<file path="src/rtl/regwr_arb.sv">
// Register-file write-port arbiter: pipeline write-back vs multi-cycle unit, with halt drain.
// Optional REGWR_ZERO_REG_EN: transfers to register 0 handshake but never assert wr_en.
module regwr_arb #(
   parameter int WIDTH        = 32,
   parameter int REG_ADDR_LEN = 5,
   parameter int STARVE_LIMIT = 3
) (
   input  logic                    clk,
   input  logic                    rst,
   input  logic                    wb_valid,
   output logic                    wb_ready,
   input  logic [REG_ADDR_LEN-1:0] wb_addr,
   input  logic [WIDTH-1:0]        wb_data,
   input  logic [1:0]              wb_mode,
   input  logic                    mdu_valid,
   output logic                    mdu_ready,
   input  logic [REG_ADDR_LEN-1:0] mdu_addr,
   input  logic [WIDTH-1:0]        mdu_data,
   input  logic [1:0]              mdu_mode,
   input  logic                    mdu_busy,
   input  logic                    halt_req,
   output logic                    halted,
   output logic [REG_ADDR_LEN-1:0] Addr,
   output logic [WIDTH-1:0]        Data,
   output logic                    wr_en,
   output logic [1:0]              w_mode
);

   typedef enum logic [1:0] {RUN, DRAIN, HALTED} state_t;

   localparam logic [2:0] LIMIT = 3'(STARVE_LIMIT);

   state_t                  state_q, state_d;
   logic [2:0]              starve_q, starve_d;
   logic [REG_ADDR_LEN-1:0] addr_q, addr_d;
   logic [WIDTH-1:0]        data_q, data_d;
   logic [1:0]              mode_q, mode_d;
   logic                    wr_q, wr_d;
   logic                    mdu_first;
   logic                    xfer;

   assign mdu_first = mdu_valid && (starve_q == LIMIT);
   assign xfer      = wb_ready || mdu_ready;

   always_comb begin
      wb_ready  = 1'b0;
      mdu_ready = 1'b0;
      state_d   = state_q;
      if (!rst) begin
         case (state_q)
            RUN: begin
               if (mdu_first) begin
                  mdu_ready = 1'b1;
               end else if (wb_valid) begin
                  wb_ready = 1'b1;
               end else begin
                  mdu_ready = mdu_valid;
               end
               if (halt_req) state_d = DRAIN;
            end
            DRAIN: begin
               mdu_ready = mdu_valid;
               if (!mdu_valid && !mdu_busy) state_d = HALTED;
            end
            HALTED: state_d = HALTED;
            default: state_d = RUN;
         endcase
      end
   end

   // Starvation counter saturates so MDU keeps priority until it is served.
   always_comb begin
      starve_d = starve_q;
      if (mdu_ready) begin
         starve_d = 3'd0;
      end else if (mdu_valid && (starve_q < LIMIT)) begin
         starve_d = starve_q + 3'd1;
      end
   end

   always_comb begin
      addr_d = addr_q;
      data_d = data_q;
      mode_d = mode_q;
      if (mdu_ready) begin
         addr_d = mdu_addr;
         data_d = mdu_data;
         mode_d = mdu_mode;
      end else if (wb_ready) begin
         addr_d = wb_addr;
         data_d = wb_data;
         mode_d = wb_mode;
      end
`ifdef REGWR_ZERO_REG_EN
      wr_d = xfer && (addr_d != '0);
`else
      wr_d = xfer;
`endif
   end

   always_ff @(posedge clk) begin
      if (rst) begin
         state_q  <= RUN;
         starve_q <= 3'd0;
         addr_q   <= '0;
         data_q   <= '0;
         mode_q   <= 2'd0;
         wr_q     <= 1'b0;
      end else begin
         state_q  <= state_d;
         starve_q <= starve_d;
         addr_q   <= addr_d;
         data_q   <= data_d;
         mode_q   <= mode_d;
         wr_q     <= wr_d;
      end
   end

   assign halted = (state_q == HALTED);
   assign Addr   = addr_q;
   assign Data   = data_q;
   assign w_mode = mode_q;
   assign wr_en  = wr_q;

endmodule

</file>
<file path="config.mk">
export PLATFORM = sky130hd
export DESIGN_NAME = regwr_arb
export DESIGN_NICKNAME = d
export VERILOG_FILES = /design/src/rtl/regwr_arb.sv
export SDC_FILE = /design/constraint.sdc
export NUM_CORES = 1
export LEC_CHECK = 0
export BUFFER_PORTS_ARGS = -buffer_cell sky130_fd_sc_hd__buf_4
export CAP_MARGIN = 20
export CORE_MARGIN = 2
export CORE_UTILIZATION = 47
export CTS_CLUSTER_SIZE = 16
export DETAILED_ROUTE_END_ITERATION = 8
export GPL_TIMING_DRIVEN = 0
export PLACE_DENSITY = 0.81
export SYNTH_ARGS = -nofsm -noshare
export SYNTH_HDL_FRONTEND = slang
export SYNTH_SLANG_ARGS = --single-unit
</file>
<file path="constraint.sdc">
create_clock -name clk -period 1.9 [get_ports clk]
set_input_delay 0.095 -clock clk [delete_from_list [all_inputs] [get_ports clk]]
set_output_delay 0.095 -clock clk [all_outputs]
set_load 0.05 [all_outputs]
</file>
Word level (Yosys, flattened, before mapping)
Cells that the tools add are included.

storage, ports and cells
  RAM bits = 0
  memories kept = 0
  latch bits = 0
  word-level logic and storage cells = 40
  register bits = 45
  ROM bits = 0

operators by class
  $lt $le $gt $ge = 1
  equality and inequality tests = 5
  shift operators = 0
  multiply operators = 0
  div/mod/pow operators = 0
  mux-type cells = 17
  add/sub/neg operators = 1
  reductions and logical operators = 10
  bitwise logic cells = 0

operators by type and width
  operator             count
  $mux 32              2
  $mux 5               2
  $mux 2               4
  $mux 1               7
  $pmux 2 s3           1
  $ne 2x2->1 const B   2
  $add 3x1->3 const B  1
  $eq 3x2->1 const B   1
  $logic_and 1x1->1    3
  $lt 3x2->1 const B   1
  $eq 2x1->1 const B   1
  $eq 2x2->1 const B   1
  $logic_not 1->1      2
  $logic_not 2->1      1
  $pmux 1 s2           1
  $reduce_and 2->1     1
  $reduce_bool 2->1    1
  $reduce_or 2->1      1
  $logic_or 1x1->1     1

Depth between registers and ports, before layout
Gate-level depths: netlist of the first run.

  word-level depth = 7
  mapped depth = 7
  depth with buffers taken out = 5

Least setup slack after synthesis of the first run
No wires, ideal clock.

  path kind = flip-flop to flip-flop
  start = register starve_q[0]
  end = register wr_q, in the netlist wr_en
  path slack = -0.696 ns
  library setup time = 0.072 ns
  arrival time = 2.524 ns
  buffers on the path = 2
  data required time = 1.828 ns
  cell stages (with the launch flop) = 8
  cell sequence = dfxtp_1 ha_1 ha_1 and2_1 buf_2 buf_2 nor3_1 o21bai_1

between the ends
  cells in the longest elaborated chain, start to end = 6
  elaborated cells between the ends (all ways) = 9

RTL lines
  what                      RTL line  text
  start: declaration        34        logic [2:0] starve_q, starve_d;
  start signal: assignment  111       starve_q <= starve_d;
  $eq 3x2->1                42        assign mdu_first = mdu_valid && (starve_q == LIMIT);
  $logic_and 1x1->1         42
  $mux 1                    52        if (mdu_first) begin
  $mux 1                    50        case (state_q)
  $mux 1                    49        if (!rst) begin
  named net wb_ready        11        output logic wb_ready,
  $logic_or 1x1->1          43        assign xfer = wb_ready || mdu_ready;
  end signal: assignment    115       wr_q <= wr_d;
  end: declaration          38        logic wr_q, wr_d;

The timed path passes the listed nets, and every way through them passes these cells.
A chain may end at the register's enable or synchronous reset.

Worst setup path in the final report of the first run
  start = register starve_q[0]
  end = output mdu_ready

between the ends
  cells in the longest elaborated chain, start to end = 5

RTL lines
  what               RTL line  text
  $eq 3x2->1         42
  $logic_and 1x1->1  42
  $mux 1             52
  $pmux 1 s2         50
  $mux 1             49
  end: declaration   16        output logic mdu_ready,

Every way passes these cells.

==> flow_metrics.py, run 1 <==
metrics = {
    "status": {
        "status": "finished, final reports clean",
    },
    "routing": {
        "drtAntennaViolNets": 0,
        "drc": 0,
        "wire_per_inst_um": 17.6,
        "drt_first_pass_iters": 6,
        "drt_iter0_drc": 179,
        "vias": 3054,
        "vias_per_cell": 6.11,
        "drt-total-wl_um": 8780,
    },
    "placed_design": {
        "gp_congestion": 0.768,
        "place_area_sq_um": 3770,
        "dp.cells": 485,
        "numPortBuffers": 126,
        "dp_hpwl_um": 6100,
    },
    "setup_path": {
        "r2r_end": "Data[24]$_SDFFE_PP0P_",
        "worst_ep_arrival_time_ns": 1.76,
        "startpoint_type": "flip-flop",
        "path_class": "reg -> out",
        "critPathCaptureType": "output port",
        "critPathMaxFanout": 5,
        "r2r-start": "starve_q[1]$_SDFFE_PP0P_",
        "ff2ff_path_depth": 7,
        "rrSetupSlack_ns": 0.07,
        "required_ns": 1.80,
    },
    "finish": {
        "areaGrowthSynthToFinish_pct": 47.2,
        "fin_nets": 517,
        "final_cell_mix": "133 x buf_4, 41 x dfxtp_1, 40 x nor3_1",
        "final_area_sq_um": 4000,
        "final_common_cell": "buf_4",
        "fin_cells": 500,
        "drive_above_1_share_pct": 50.5,
        "diodes": 0,
    },
    "synthesis": {
        "ys_warn_count": 0,
        "synthFlopType": "dfxtp_1",
        "avgSynthCellArea_sq_um": 9.47,
        "ys_types": 31,
        "synth_nets": 377,
        "synthArstFlopShare_pct": 0,
        "ys_ff_latch": 45,
        "postSynthCellCount": 287,
        "ys_seq_area_share_pct": 33.1,
        "synth_area_sq_um": 2720,
        "synth_edf_count": 0,
    },
    "min_path": {
        "holdCritPathClass": "in -> reg",
        "min_from": "wb_addr[4]",
        "holdPathStages": 3,
        "min_to": "Addr[4]$_SDFFE_PP0P_",
    },
    "cts": {
        "cts_tree": "yes",
        "cts_root_buf": "clkbuf_8",
        "postCtsHoldBufs": 0,
        "htree_levels": 2,
        "clk_path_buf_depth": 2,
        "cts_sinks": 45,
        "clk_latency_ns": 0.30,
        "cts_buffers": 5,
        "path_clk_slew_ns": 0.09,
    },
    "power": {
        "leakagePower_nw": 1.57,
        "power_mw": 5.74,
        "vdd_drop_max_mv": 0.791,
        "power_density_nw_per_um2": 1430,
    },
    "floorplanning": {
        "die_w_um": 80.0,
        "io_pins": 127,
        "core_sq_um": 5540,
        "num_rows": 27,
        "dieArea_sq_um": 6410,
        "initial_core_util_pct": 49.1,
        "dieHeight_um": 80.0,
    },
    "global_route": {
        "grt_max_degree": 14,
        "overflow": 0,
        "grt_first_pass_wirelength_um": 13700,
        "grt_pass1_vias": 2972,
        "grtUsageTotal_pct": 26.6,
        "antenna_found_initial": 0,
    },
    "run": {
        "maxCapViolCount": 0,
    },
    "sta": {
        "layout_min_cycle_time_ns": 1.86,
        "skew_ns": 0.00785,
        "setup_viol": 0,
        "fmax_ghz": 0.538,
        "final-hold-violation-count": 0,
        "fin_tns_setup_ns": 0,
        "period_share_pct": 97.9,
        "worstMarginPinSlew_ns": 0.724,
        "slew_violations": 0,
        "maxSlewHeadroom_pct": 51.8,
    },
}
==> logic make-up after synthesis <==
group	after synthesis	synth area share [%]
AOI/OAI and AO/OA	90	34.9
buffers and inverters	48	8.66
DFF	45	33.1
and+or+nand+nor	98	20.5
adders and majority gates	6	2.76
==> synth_stat cells, types with 2 or more instances <==
cell       n  area [sq um]
ha_1       6          75.1
nor2b_1    2          12.5
clkbuf_1  22          82.6
nor3_1    41           205
a311oi_2  38           571
nor2_1     4          15.0
buf_4      2          15.0
o21ai_0    4          20.0
a21oi_1    2          10.0
o31ai_1   39           293
nand2b_1   2          12.5
buf_2     14          70.1
nand3_1    2          10.0
inv_1      5          18.8
buf_6      4          45.0
nand4_1   39           244
dfxtp_1   45           901
nand2_1    3          11.3
==> report_power, final <==
| group | leakage, nW | internal (mW) | switching, mW |
|---|---|---|---|
| logic | 1.16 | 1.33 | 2.36 |
| registers | 0.374 | 1.26 | 0.198 |
| clock network | 0.0450 | 0.256 | 0.337 |
| total | 1.57 | 2.84 | 2.89 |
==> final cells by class <==
type | instances | area (sq um)
fillers | 470 | 1540
clock buffers | 6 | 72.6
repair buffers | 133 | 1010
well taps | 72 | 90.1
plain buffers | 43 | 240
inverters | 5 | 21.3
flip-flops and latches | 45 | 908
clock inverters | 2 | 10.0
multi-input cells | 194 | 1650
==> registers in the layout, indices dropped and copies added (netlist names) <==
| signal | flops |
|---|---|
| Addr | 5 |
| Data | 32 |
| w_mode | 2 |
| starve_q | 3 |
| state_q | 2 |
| wr_en | 1 |
==> per-stage QoR <==
| stage | setup slack, ns | util (%) | hold slack, ns |
|---|---|---|---|
| 3_5_place_dp | -0.00700 | 68.0 | 0.431 |
| 3_3_place_gp | 0.00655 | 68.0 | 0.431 |
| 6_report | 0.0408 | 72.2 | 0.127 |
| 2_1_floorplan | -0.00404 | - | 0.293 |
| 4_1_cts | -0.0170 | 71.0 | 0.118 |
| 5_1_grt | -0.00806 | 72.2 | 0.134 |
==> timing repair <==
action                                  4_1_cts  5_1_grt
setup buffers                                 3        4
hold endpoints to repair                      0        0
endpoints found under the setup margin       19       40
pin swaps                                     3        2
gates resized for setup                      18       12
==> worst max-delay path by stage <==
stage,startpoint,end,slack [ns],cells past startpoint
floorplan,starve_q[0]$_SDFFE_PP0P_,wr_en$_SDFF_PP0_,-0.004,7
global placement,starve_q[0]$_SDFFE_PP0P_,Addr[2]$_SDFFE_PP0P_,0.007,6
detailed placement,starve_q[0]$_SDFFE_PP0P_,Data[10]$_SDFFE_PP0P_,-0.007,6
CTS,starve_q[1]$_SDFFE_PP0P_,mdu_ready,-0.02,8
global route,starve_q[1]$_SDFFE_PP0P_,mdu_ready,-0.008,8
finish,starve_q[0]$_SDFFE_PP0P_,mdu_ready,0.04,8
==> critical path, stage by stage (launching register included) <==
cell and delay [ns]:
dfxtp_2 0.36, ha_4 0.15, ha_4 0.15, nor3b_4 0.04, or2_1 0.24, buf_6 0.14, buf_8 0.12, nor2_2 0.10
buf_6 0.17
==> per-layer routing <==
metal / wire, um / track usage [%] / share of wire [%] / vias up
met4: 104 / 8.31 / 1.2 / 0
met5: 0 / 0 / 0 / -
met3: 737 / 4.75 / 8.4 / 14
li1: - / - / - / 1434
met2: 4300 / 44.6 / 49 / 162
met1: 3640 / 34.6 / 41 / 1444
Power figures use the tool's default switching activity.
==> run 2, diff against run 1 <==
==> config.mk (replaced) <==
export PLATFORM = sky130hd
export DESIGN_NAME = regwr_arb
export DESIGN_NICKNAME = d
export VERILOG_FILES = /design/src/rtl/regwr_arb.sv
export SDC_FILE = /design/constraint.sdc
export NUM_CORES = 1
export LEC_CHECK = 0
export BUFFER_PORTS_ARGS = -buffer_cell sky130_fd_sc_hd__buf_2
export CAP_MARGIN = 20
export CELL_PAD_IN_SITES_DETAIL_PLACEMENT = 0
export CELL_PAD_IN_SITES_GLOBAL_PLACEMENT = 1
export CORE_MARGIN = 2
export CORE_UTILIZATION = 34
export DETAILED_ROUTE_END_ITERATION = 8
export GPL_TIMING_DRIVEN = 0
export PLACE_DENSITY_LB_ADDON = 0.1
export SYNTH_ARGS = -nofsm -noshare
export SYNTH_HDL_FRONTEND = slang
export SYNTH_SLANG_ARGS = --single-unit
==> flow_metrics.py, run 2 (synthesized netlist as in run 1, its figures left out) <==
metrics = {
    "status": {
        "status": "finished, final reports clean",
    },
    "finish": {
        "fillers": 767,
        "drive_above_1_share_pct": 51.2,
        "areaGrowthSynthToFinish_pct": 39.6,
        "final_area_sq_um": 3790,
        "final_common_cell": "buf_2",
        "final_cell_mix": "134 x buf_2, 41 x dfxtp_1, 40 x nor3_1",
        "fin_nets": 519,
        "diodes": 0,
        "largest_reg_flops": 32,
    },
    "power": {
        "vdd_drop_max_mv": 0.564,
        "power_mw": 5.70,
        "power_density_nw_per_um2": 1500,
        "leakagePower_nw": 1.52,
    },
    "cts": {
        "postCtsHoldBufs": 0,
        "path_clk_slew_ns": 0.09,
        "clk_path_buf_depth": 2,
        "clk_latency_ns": 0.31,
        "cts_sinks": 45,
        "cts_buffers": 5,
        "cts_tree": "yes",
        "htree_levels": 2,
        "cts_root_buf": "clkbuf_8",
    },
    "setup_path": {
        "cp_slowest_cell": "dfxtp_2",
        "critical_path.top_delay_family": "simple AND/OR/NAND/NOR gates",
        "critPathMaxFanout": 10,
        "path_cells": "ha_4 -> ha_4 -> and2_2 -> buf_8 -> nor3_4 -> buf_6",
        "critPathCaptureType": "output port",
        "crit_path_max_incr_delay_ns": 0.35,
        "worst_ep_arrival_time_ns": 1.74,
        "rrSetupSlack_ns": 0.12,
        "startpoint_type": "flip-flop",
        "path_class": "reg -> out",
        "crit_buf_inv": 2,
        "required_ns": 1.80,
        "crit_top_cell": "ha_4",
    },
    "global_route": {
        "grt_max_degree": 14,
        "grt_util_met2_pct": 35.0,
        "overflow": 0,
        "antenna_found_initial": 0,
        "use_met3_pct": 2.90,
        "use_met1_pct": 29.8,
        "grtUsageTotal_pct": 21.5,
        "busiest_layer": "met2",
        "grt_pass1_vias": 2998,
        "grt_first_pass_wirelength_um": 15000,
    },
    "routing": {
        "drt_iter0_drc": 94,
        "wire_per_inst_um": 17.5,
        "vias_per_cell": 5.56,
        "drt_first_pass_iters": 4,
        "drtAntennaViolNets": 0,
        "drt-total-wl_um": 9330,
        "vias": 2957,
        "drc": 0,
    },
    "placed_design": {
        "dp_hpwl_um": 6360,
        "place_area_sq_um": 3490,
        "gp_congestion": 0.835,
        "dp_worst_setup_slack_ns": -0.0577,
        "numPortBuffers": 126,
    },
    "sta": {
        "setup_viol": 0,
        "maxSlewHeadroom_pct": 49.3,
        "fin_ws_ns": 0.0685,
        "holdWs_ns": 0.103,
        "slew_violations": 0,
        "layout_min_cycle_time_ns": 1.83,
        "final-hold-violation-count": 0,
        "skew_ns": 0.00316,
        "worstMarginPinSlew_ns": 0.760,
        "fin_tns_setup_ns": 0,
        "period_share_pct": 96.4,
        "rsz0062_at_grt": "no",
        "fmax_ghz": 0.546,
    },
    "floorplanning": {
        "num_rows": 32,
        "dieArea_sq_um": 8720,
        "initial_core_util_pct": 35.2,
        "dieHeight_um": 93.4,
        "io_pins": 127,
        "die_w_um": 93.4,
        "core_sq_um": 7730,
    },
    "run": {
        "maxCapViolCount": 0,
    },
    "min_path": {
        "holdCritPathClass": "in -> reg",
    },
}
run 2: changes by cell type in the layout (fill, tap and decap cells not counted), moves of 2 or more:
cell / delta
clkbuf_4: +2
buf_4: -121
clkbuf_2: -2
clkbuf_8: +2
buf_2: +122
run 2: metrics by stage:
stage / instances / utilization (%)
4_1_cts: 526 / 48.0
6_report: 532 / 49.1
3_3_place_gp: 515 / 45.2
3_5_place_dp: 515 / 45.2
2_1_floorplan: 287 / -
5_1_grt: 532 / 49.1
run 2: cell type report:
class	instances	area, sq um	share of cell area [%]
Buffer	41	244	6.43
Clock buffer	7	96.3	2.54
Clock inverter	1	5.00	0.132
Inverter	5	23.8	0.627
Multi-Input combinational cell	194	1660	43.7
Sequential cell	45	908	23.9
Tap cell	102	128	3.36
Timing Repair Buffer	137	729	19.2
run 2: metal layers:
layer  part of all wire, %  routed length, um  up-vias
li1                      -                  -     1446
met1                    46               4300     1396
met2                    47               4390      109
met3                   5.9                550        6
met4                  0.85                 79        0
met5                     0                  0        -
run 2: worst paths after layout:
check,to,cells after the start,start
hold reg to reg,Addr[3]$_SDFFE_PP0P_,2,Addr[3]$_SDFFE_PP0P_
setup reg to reg,starve_q[0]$_SDFFE_PP0P_,7,starve_q[0]$_SDFFE_PP0P_
setup / recovery,wb_ready,6,starve_q[0]$_SDFFE_PP0P_
hold / removal,Addr[3]$_SDFFE_PP0P_,3,wb_addr[3]
run 2: repair_timing:
item                                    CTS  global route
endpoints found under the setup margin   32            26
cloned                                    0             0
setup buffers                             4             7
pin swaps                                 2             5
resized for setup                        27            12
run 2: worst register-to-register path, stage by stage, from the launching register on:
cell and delay [ns]:
dfxtp_2 0.35, ha_4 0.17, ha_4 0.16, nor3b_4 0.19
buf_6 0.19, clkbuf_4 0.23, nor2_1 0.10, a2111oi_1 0.27
run 2: where the power goes:
| part | switching (mW) | internal, mW |
|---|---|---|
| sequential | 0.184 | 1.26 |
| clock | 0.355 | 0.330 |
| combinational | 2.39 | 1.18 |
| total | 2.93 | 2.78 |
